==> src/rtl/cs_frame_sequencer.sv <==
// ---------------------------------------------------------------------------
// cs_frame_sequencer
//   Frame-level controller for the compressed_sensing core. It loads one frame
//   of N_SAMPLES samples into a local buffer. It then runs the core out of
//   reset, serving samples by the core's value_counter. It captures the
//   core's output symbols on end_flag and hands them downstream.
//
//   FSM: IDLE -> LOAD -> RUN -> RESULT -> IDLE
//
// Ports
//   sys_clk, sys_reset        clock, async active-low reset
//   start / busy              frame request (IDLE only) / not-IDLE status
//   s_valid/s_ready/s_data    sample input stream (ready only in LOAD)
//   core_reset_n              core reset, released only while in RUN
//   core_values               buf[core_value_counter], 0 past the frame
//   core_value_counter        core sample index
//   core_output_symbols       core result
//   core_end_flag             core completion, sampled only in RUN
//   m_valid/m_ready/m_data    result output handshake
//   done                      one-cycle pulse the cycle after a result handshake
//   err                       sticky RUN timeout flag
//   frame_count               completed frames, wraps at 16 bits
//
// Build option
//   CS_TIMEOUT_EN  when defined, RUN aborts to IDLE and sets err after
//                  TIMEOUT_CYCLES cycles without core_end_flag. Otherwise RUN
//                  waits indefinitely and err is tied low.
// ---------------------------------------------------------------------------
module cs_frame_sequencer #(
  parameter int N_SAMPLES      = 96,
  parameter int SAMPLE_W       = 4,
  parameter int SYM_W          = 4,
  parameter int CNT_W          = 8,
  parameter int TIMEOUT_CYCLES = 1024
) (
  input  logic                sys_clk,
  input  logic                sys_reset,
  input  logic                start,
  output logic                busy,
  input  logic                s_valid,
  input  logic [SAMPLE_W-1:0] s_data,
  output logic                s_ready,
  output logic                core_reset_n,
  output logic [SAMPLE_W-1:0] core_values,
  input  logic [CNT_W-1:0]    core_value_counter,
  input  logic [SYM_W-1:0]    core_output_symbols,
  input  logic                core_end_flag,
  output logic                m_valid,
  output logic [SYM_W-1:0]    m_data,
  input  logic                m_ready,
  output logic                done,
  output logic                err,
  output logic [15:0]         frame_count
);

  localparam int PTR_W = $clog2(N_SAMPLES);

  typedef enum logic [1:0] {S_IDLE, S_LOAD, S_RUN, S_RESULT} state_e;

  state_e              state_q, state_d;
  logic [PTR_W-1:0]    wr_ptr_q, wr_ptr_d;
  logic [SAMPLE_W-1:0] mem_q [N_SAMPLES];
  logic                m_valid_q, m_valid_d;
  logic [SYM_W-1:0]    m_data_q, m_data_d;
  logic                done_q, done_d;
  logic [15:0]         frame_cnt_q, frame_cnt_d;
  logic                wr_en, last_wr, timeout;

  assign wr_en   = (state_q == S_LOAD) && s_valid;
  assign last_wr = wr_en && (wr_ptr_q == PTR_W'(N_SAMPLES - 1));

`ifdef CS_TIMEOUT_EN
  localparam int RC_W = $clog2(TIMEOUT_CYCLES + 1);
  logic [RC_W-1:0] run_cnt_q;
  logic            err_q, err_d;

  // Counter is held at 0 outside RUN, so it restarts on every RUN entry.
  // The compare fires in the TIMEOUT_CYCLES-th RUN cycle. end_flag has
  // priority over a timeout in the same cycle.
  assign timeout = (state_q == S_RUN) && !core_end_flag &&
                   (run_cnt_q == RC_W'(TIMEOUT_CYCLES - 1));

  always_ff @(posedge sys_clk or negedge sys_reset) begin
    if (!sys_reset) begin
      run_cnt_q <= '0;
      err_q     <= 1'b0;
    end else begin
      run_cnt_q <= (state_q == S_RUN) ? run_cnt_q + 1'b1 : '0;
      err_q     <= err_d;
    end
  end

  always_comb begin
    err_d = err_q;
    if (state_q == S_IDLE && start) err_d = 1'b0;
    if (timeout)                    err_d = 1'b1;
  end

  assign err = err_q;
`else
  assign timeout = 1'b0;
  assign err     = 1'b0;
`endif

  // Frame buffer: cleared on reset, persists across frames.
  always_ff @(posedge sys_clk or negedge sys_reset) begin
    if (!sys_reset) begin
      for (int i = 0; i < N_SAMPLES; i++) mem_q[i] <= '0;
    end else if (wr_en) begin
      mem_q[wr_ptr_q] <= s_data;
    end
  end

  // The core's counter may run past the frame, so out-of-range reads return 0.
  always_comb begin
    core_values = '0;
    if (core_value_counter < CNT_W'(N_SAMPLES))
      core_values = mem_q[core_value_counter[PTR_W-1:0]];
  end

  always_ff @(posedge sys_clk or negedge sys_reset) begin
    if (!sys_reset) begin
      state_q     <= S_IDLE;
      wr_ptr_q    <= '0;
      m_valid_q   <= 1'b0;
      m_data_q    <= '0;
      done_q      <= 1'b0;
      frame_cnt_q <= '0;
    end else begin
      state_q     <= state_d;
      wr_ptr_q    <= wr_ptr_d;
      m_valid_q   <= m_valid_d;
      m_data_q    <= m_data_d;
      done_q      <= done_d;
      frame_cnt_q <= frame_cnt_d;
    end
  end

  always_comb begin
    state_d     = state_q;
    wr_ptr_d    = wr_ptr_q;
    m_valid_d   = m_valid_q;
    m_data_d    = m_data_q;
    done_d      = 1'b0;
    frame_cnt_d = frame_cnt_q;
    unique case (state_q)
      S_IDLE: begin
        if (start) begin
          state_d  = S_LOAD;
          wr_ptr_d = '0;
        end
      end
      S_LOAD: begin
        if (wr_en) begin
          wr_ptr_d = last_wr ? '0 : wr_ptr_q + 1'b1;
          if (last_wr) state_d = S_RUN;
        end
      end
      S_RUN: begin
        if (core_end_flag) begin
          m_data_d  = core_output_symbols;
          m_valid_d = 1'b1;
          state_d   = S_RESULT;
        end else if (timeout) begin
          state_d = S_IDLE;
        end
      end
      S_RESULT: begin
        if (m_valid_q && m_ready) begin
          m_valid_d   = 1'b0;
          done_d      = 1'b1;
          frame_cnt_d = frame_cnt_q + 16'd1;
          state_d     = S_IDLE;
        end
      end
      default: state_d = S_IDLE;
    endcase
  end

  assign busy         = (state_q != S_IDLE);
  assign s_ready      = (state_q == S_LOAD);
  assign core_reset_n = (state_q == S_RUN);
  assign m_valid      = m_valid_q;
  assign m_data       = m_data_q;
  assign done         = done_q;
  assign frame_count  = frame_cnt_q;

endmodule

==> config.mk <==
export PLATFORM = sky130hd
export DESIGN_NAME = cs_frame_sequencer
export DESIGN_NICKNAME = d
export VERILOG_FILES = /design/src/rtl/cs_frame_sequencer.sv
export SDC_FILE = /design/constraint.sdc
export NUM_CORES = 1
export LEC_CHECK = 0
export BUFFER_PORTS_ARGS = -buffer_cell sky130_fd_sc_hd__buf_2
export CAP_MARGIN = 20
export CORE_ASPECT_RATIO = 0.9
export CORE_MARGIN = 2
export CORE_UTILIZATION = 55
export CTS_CLUSTER_DIAMETER = 150
export CTS_CLUSTER_SIZE = 8
export DETAILED_ROUTE_END_ITERATION = 10
export GPL_TIMING_DRIVEN = 0
export PLACE_DENSITY_LB_ADDON = 0.25
export SYNTH_ARGS = -nofsm -noshare
export SYNTH_HDL_FRONTEND = slang
export SYNTH_SLANG_ARGS = --single-unit
==> constraint.sdc <==
create_clock -name sys_clk -period 3.65 [get_ports sys_clk]
set_input_delay 0.9125 -clock sys_clk [delete_from_list [all_inputs] [get_ports sys_clk]]
set_output_delay 0.9125 -clock sys_clk [all_outputs]
set_load 0.005 [all_outputs]
; Word-level counts from Yosys, hierarchy flattened
; Index checks and enable logic that the tools add are counted.
[totals]
register_bits = 415
in_bits = 22
output_inout_bits = 30
word_cells = 154
[classes]
add_sub_neg = 2
magnitude_cmp = 4
n_eq_ne = 9
n_mux = 22
bitwise = 2
reduce_logical = 13
[ops]
columns = operator, count
row1 = $bwmux 384, 1
row2 = $bmux 4 s7, 1
row3 = $demux 4 s7, 1
row4 = $mux 7, 3
row5 = $add 16x1->16 const B, 1
row6 = $ge 8x8->1 const B, 2
row7 = $mux 4, 4
row8 = $not 7->8, 2
row9 = $pmux 7 s2, 1
row10 = $mux 2, 5
row11 = $lt 8x1->1 const B, 1
row12 = $lt 8x7->1 const B, 1
row13 = $pmux 2 s4, 1
row14 = $add 7x1->7 const B, 1
row15 = $eq 7x7->1 const B, 1
row16 = $ne 2x1->1 const B, 3
row17 = $reduce_and 3->1, 2
row18 = $reduce_bool 2->1, 3
row19 = $reduce_and 5->1, 1
row20 = $eq 2x2->1 const B, 2
row21 = $logic_and 1x1->1, 4
row22 = $mux 1, 4
row23 = $ne 2x2->1 const B, 2
row24 = $reduce_and 2->1, 2
row25 = other kinds (3), 3

; Depth between registers and ports, before layout
[logic_depth]
depth_word = 6
ltp_mapped = 9
mapped_depth_nobuf = 7

; Worst setup path before layout
; OpenSTA, ideal clock, no wires.
[synth_timing]
path_kind = input -> output
start = in core_value_counter[1]
end = out core_values[1]
arrival_ps = 2300
required_time_ps = 2738
path_slack_ps = 438
cell_stages = 9
path_buffers = 4
path_cell_list = buf_2 > buf_6 > buf_4 > buf_2 > mux4_2 > mux2i_1 > nand3_1 > nand4_1 > o211ai_1
[synth_via]
elab_chain_len = 5
word_cells_on_any_way = 6
classes_between = 1 x order compare / 4 x mux / 1 x bitwise
[synth_lines]
columns = element, line
row1 = from (decl), 45  ; input logic [CNT_W-1:0] core_value_counter,
row2 = $not 7->8 (not written as such), 118  ; core_values = mem_q[core_value_counter[PTR_W-1:0]];
row3 = $bmux 4 s7, 118
row4 = $mux 4 (not written as such) (2 in series), 118
row5 = $mux 4 (*), 117  ; if (core_value_counter < CNT_W'(N_SAMPLES))
row6 = to (decl), 44  ; output logic [SAMPLE_W-1:0] core_values,
; Every way passes the cells marked *; elsewhere a longest branch is shown, timed or not. The select of a mux whose other input is x is not followed.

; Final worst setup path
[layout_timing]
start = in core_value_counter[2]
end = out core_values[3]
; Same word-level chain as after synthesis.

==> qor.yml <==
cts:
  path_clk_slew_ns: 0.05
  hold_buffers: 0
  cts.htree.levels: 2
  insertion_delay_ns: 0.59
  clock_path_buffers: 3
  clock-sinks: 415
  clockRootBuffer: "clkbuf_16"
  tritoncts: "built"
  cts_buffers: 57
sta:
  fin_crit_ns: 3.76
  period_share: 1.03
  rsz0062_at_grt: "true"
  fin_skew_ns: 0.0246
  setup_viol: 4
  relSlewSlack: 0.342
  fin_ws_ns: -0.107
  finalSetupTns_ns: -0.280
  tightest_slew_ns: 0.978
  slew_violations: 0
  max_freq_ghz: 0.266
  hold_viol: 0
status:
  status: "complete, but fails checks"
  violations: "negative setup slack"
setup_path:
  slowest_delay_ns: 0.40
  cp.arrival_ns: 2.84
  r2r_cells: 8
  critPathBufInv: 3
  critPathTopFamily: "buffers and inverters"
  cp_data_required_time_ns: 2.74
  crit_chain: "buf_2 > clkbuf_4 > mux4_2 > mux2i_4 > nand3_1 > o211ai_1 > o211ai_1 > buf_2"
  critPathLaunchType: "input pin"
  cpMaxStageDelayCell: "mux4_2"
  crit_fanout: 10
  path_class: "input pin to output pin"
  timing.rr.end: "mem_q[328]"
  reg2reg_setup_slack_ns: 0.71
  end_kind: "output pin"
  regToRegStartpoint: "state_q[1]"
routing:
  wirelength_microns: 51700
  vias: 12400
  dr.pass1.iters: 5
  vias_per_cell: 6.37
  drt_iter0_drc: 1226
  drc: 0
  postRouteAntennaNets: 0
  wire_per_inst_microns: 26.6
global_routing:
  grt_max_degree: 127
  grt_pass1_wl_microns: 78900
  grt_pass1_vias: 12800
  overflow: 0
  antenna_found_initial: 2
  grt_usage: 0.289
yosys:
  ys_seq_elements: 415
  ys_warn_count: 0
  synth-main-ff-cell: "dfrtp_1"
  synth.avg_cell_area_sq_um: 14.3
  synth.distinct_cells: 45
  ys_async_sr_fraction: 1.00
  synth_seq_area_share: 0.535
  syn_inst: 1360
  synth-edff-count: 0
  syn_nets: 1388
  synth_area_sq_um: 19400
power_and_ir_drop:
  p_per_area_nw_per_um2: 561
  ir_drop_mv: 0.414
  p_leak_nw: 10.5
  total_power_mw: 12.4
floorplan:
  pin_count: 52
  start_util: 0.556
  die_w_microns: 202
  dieArea_sq_um: 36800
  num_rows: 65
  fp.dieH_microns: 182
  coreArea_sq_um: 34900
placed_design:
  dp_cells: 1873
  hpwl_microns: 35800
  gp_congestion: 0.953
  io_buffers: 41
finish:
  areaGrowthSynthToFinish_pct: 14.2
  multiInputGateArea_sq_um: 8660
  regArea_sq_um: 10400
  drive_gt1_frac: 0.450
  instances_no_fill: 1942
  fillCellCount: 2584
  finalNetCount: 1497
min_path:
  hp-class: "input pin to async pin"
flow_run:
  cap_violations: 0
==> layout by cell type, fill, tap and decap left out, types with 8 or more instances in the layout <==
cell,n
a22oi_1,18
buf_2,54
a21oi_1,11
mux2_2,390
o21ai_0,11
nor2_1,64
inv_1,11
dfrtp_1,415
buf_12,8
nand3_1,22
mux4_2,94
xnor2_1,10
buf_4,9
nand2_1,102
mux2i_1,14
and3_1,10
clkbuf_1,45
clkbuf_16,58
==> cell type report <==
type,count,area share
clock buffers,58,0.0646
clock inverters,3,0.00266
well taps,469,0.0265
plain buffers,87,0.0260
inverters,12,0.00203
repair buffers,51,0.0177
diodes,2,0.000226
flip-flops and latches,415,0.469
multi-input cells,845,0.391
==> repair_timing <==
| action | 4_1_cts | 5_1_grt |
|---|---|---|
| resized for setup | 52 | 25 |
| pin swaps | 3 | 8 |
| setup buffers | 2 | 4 |
| cloned | 0 | 1 |
| endpoints found under the setup margin | 4 | 4 |
==> sequential cells by signal, indices dropped and copies added (netlist names) <==
signal and cells:
frame_count 16, mem_q 384, m_valid 1, done 1, state_q 2, wr_ptr_q 7, m_data 4
==> metrics by stage <==
stage                     setup slack (ns)  hold slack (ns)   util  area [sq um]
after CTS                          0.00248            0.287  0.630         22000
after global routing                -0.146            0.326  0.635         22100
after global placement               -6.44            0.468  0.579         20200
after floorplan                      0.438            0.459      -         19400
final                               -0.107            0.265  0.635         22100
after detailed placement            -0.634            0.481  0.581         20300
==> cells by family after synthesis <==
family	share of synthesized area
buffers and inverters	0.0241
other	0.000193
xor gates and xnor gates	0.00677
adders and majority gates	0.00387
and+or+nand+nor	0.0566
AOI/OAI and AO/OA	0.0255
DFF	0.535
muxes	0.348
==> where the power goes <==
group,internal (mW),switching (mW),total (mW)
clock,2.74,1.89,4.62
sequential,5.34,0.382,5.72
combinational,1.08,0.981,2.07
==> synth_stat cells (all sizes together), types with 11 or more instances <==
library cell / n / area share
dfrtp: 415 / 0.54
mux2i: 20 / 0.010
inv: 11 / 0.0021
nor2: 67 / 0.013
mux2: 393 / 0.23
nand2: 104 / 0.020
mux4: 94 / 0.11
clkbuf: 51 / 0.0099
nand3: 24 / 0.0062
a21oi: 11 / 0.0028
a22oi: 20 / 0.0077
o21ai: 11 / 0.0028
nor2b: 11 / 0.0035
buf: 37 / 0.012
==> worst max path at each step <==
| stage | startpoint | endpoint | slack [ns] | cells past startpoint |
|---|---|---|---|---|
| after floorplan | core_value_counter[1] | core_values[1] | 0.44 | 9 |
| after global placement | sys_reset | mem_q[91] | -6.44 | 1 |
| final | core_value_counter[2] | core_values[3] | -0.11 | 8 |
| after CTS | core_value_counter[1] | core_values[3] | 0.002 | 9 |
| after global routing | core_value_counter[2] | core_values[3] | -0.15 | 8 |
| after detailed placement | core_value_counter[2] | core_values[2] | -0.63 | 8 |
==> routing by layer <==
layer / up-vias / share of wire / global-route usage
li1: 5202 / - / -
met1: 6490 / 0.42 / 0.409
met2: 538 / 0.45 / 0.427
met3: 141 / 0.089 / 0.0754
met4: 0 / 0.043 / 0.122
met5: - / 0 / 0
Power figures use the tool's default switching activity.
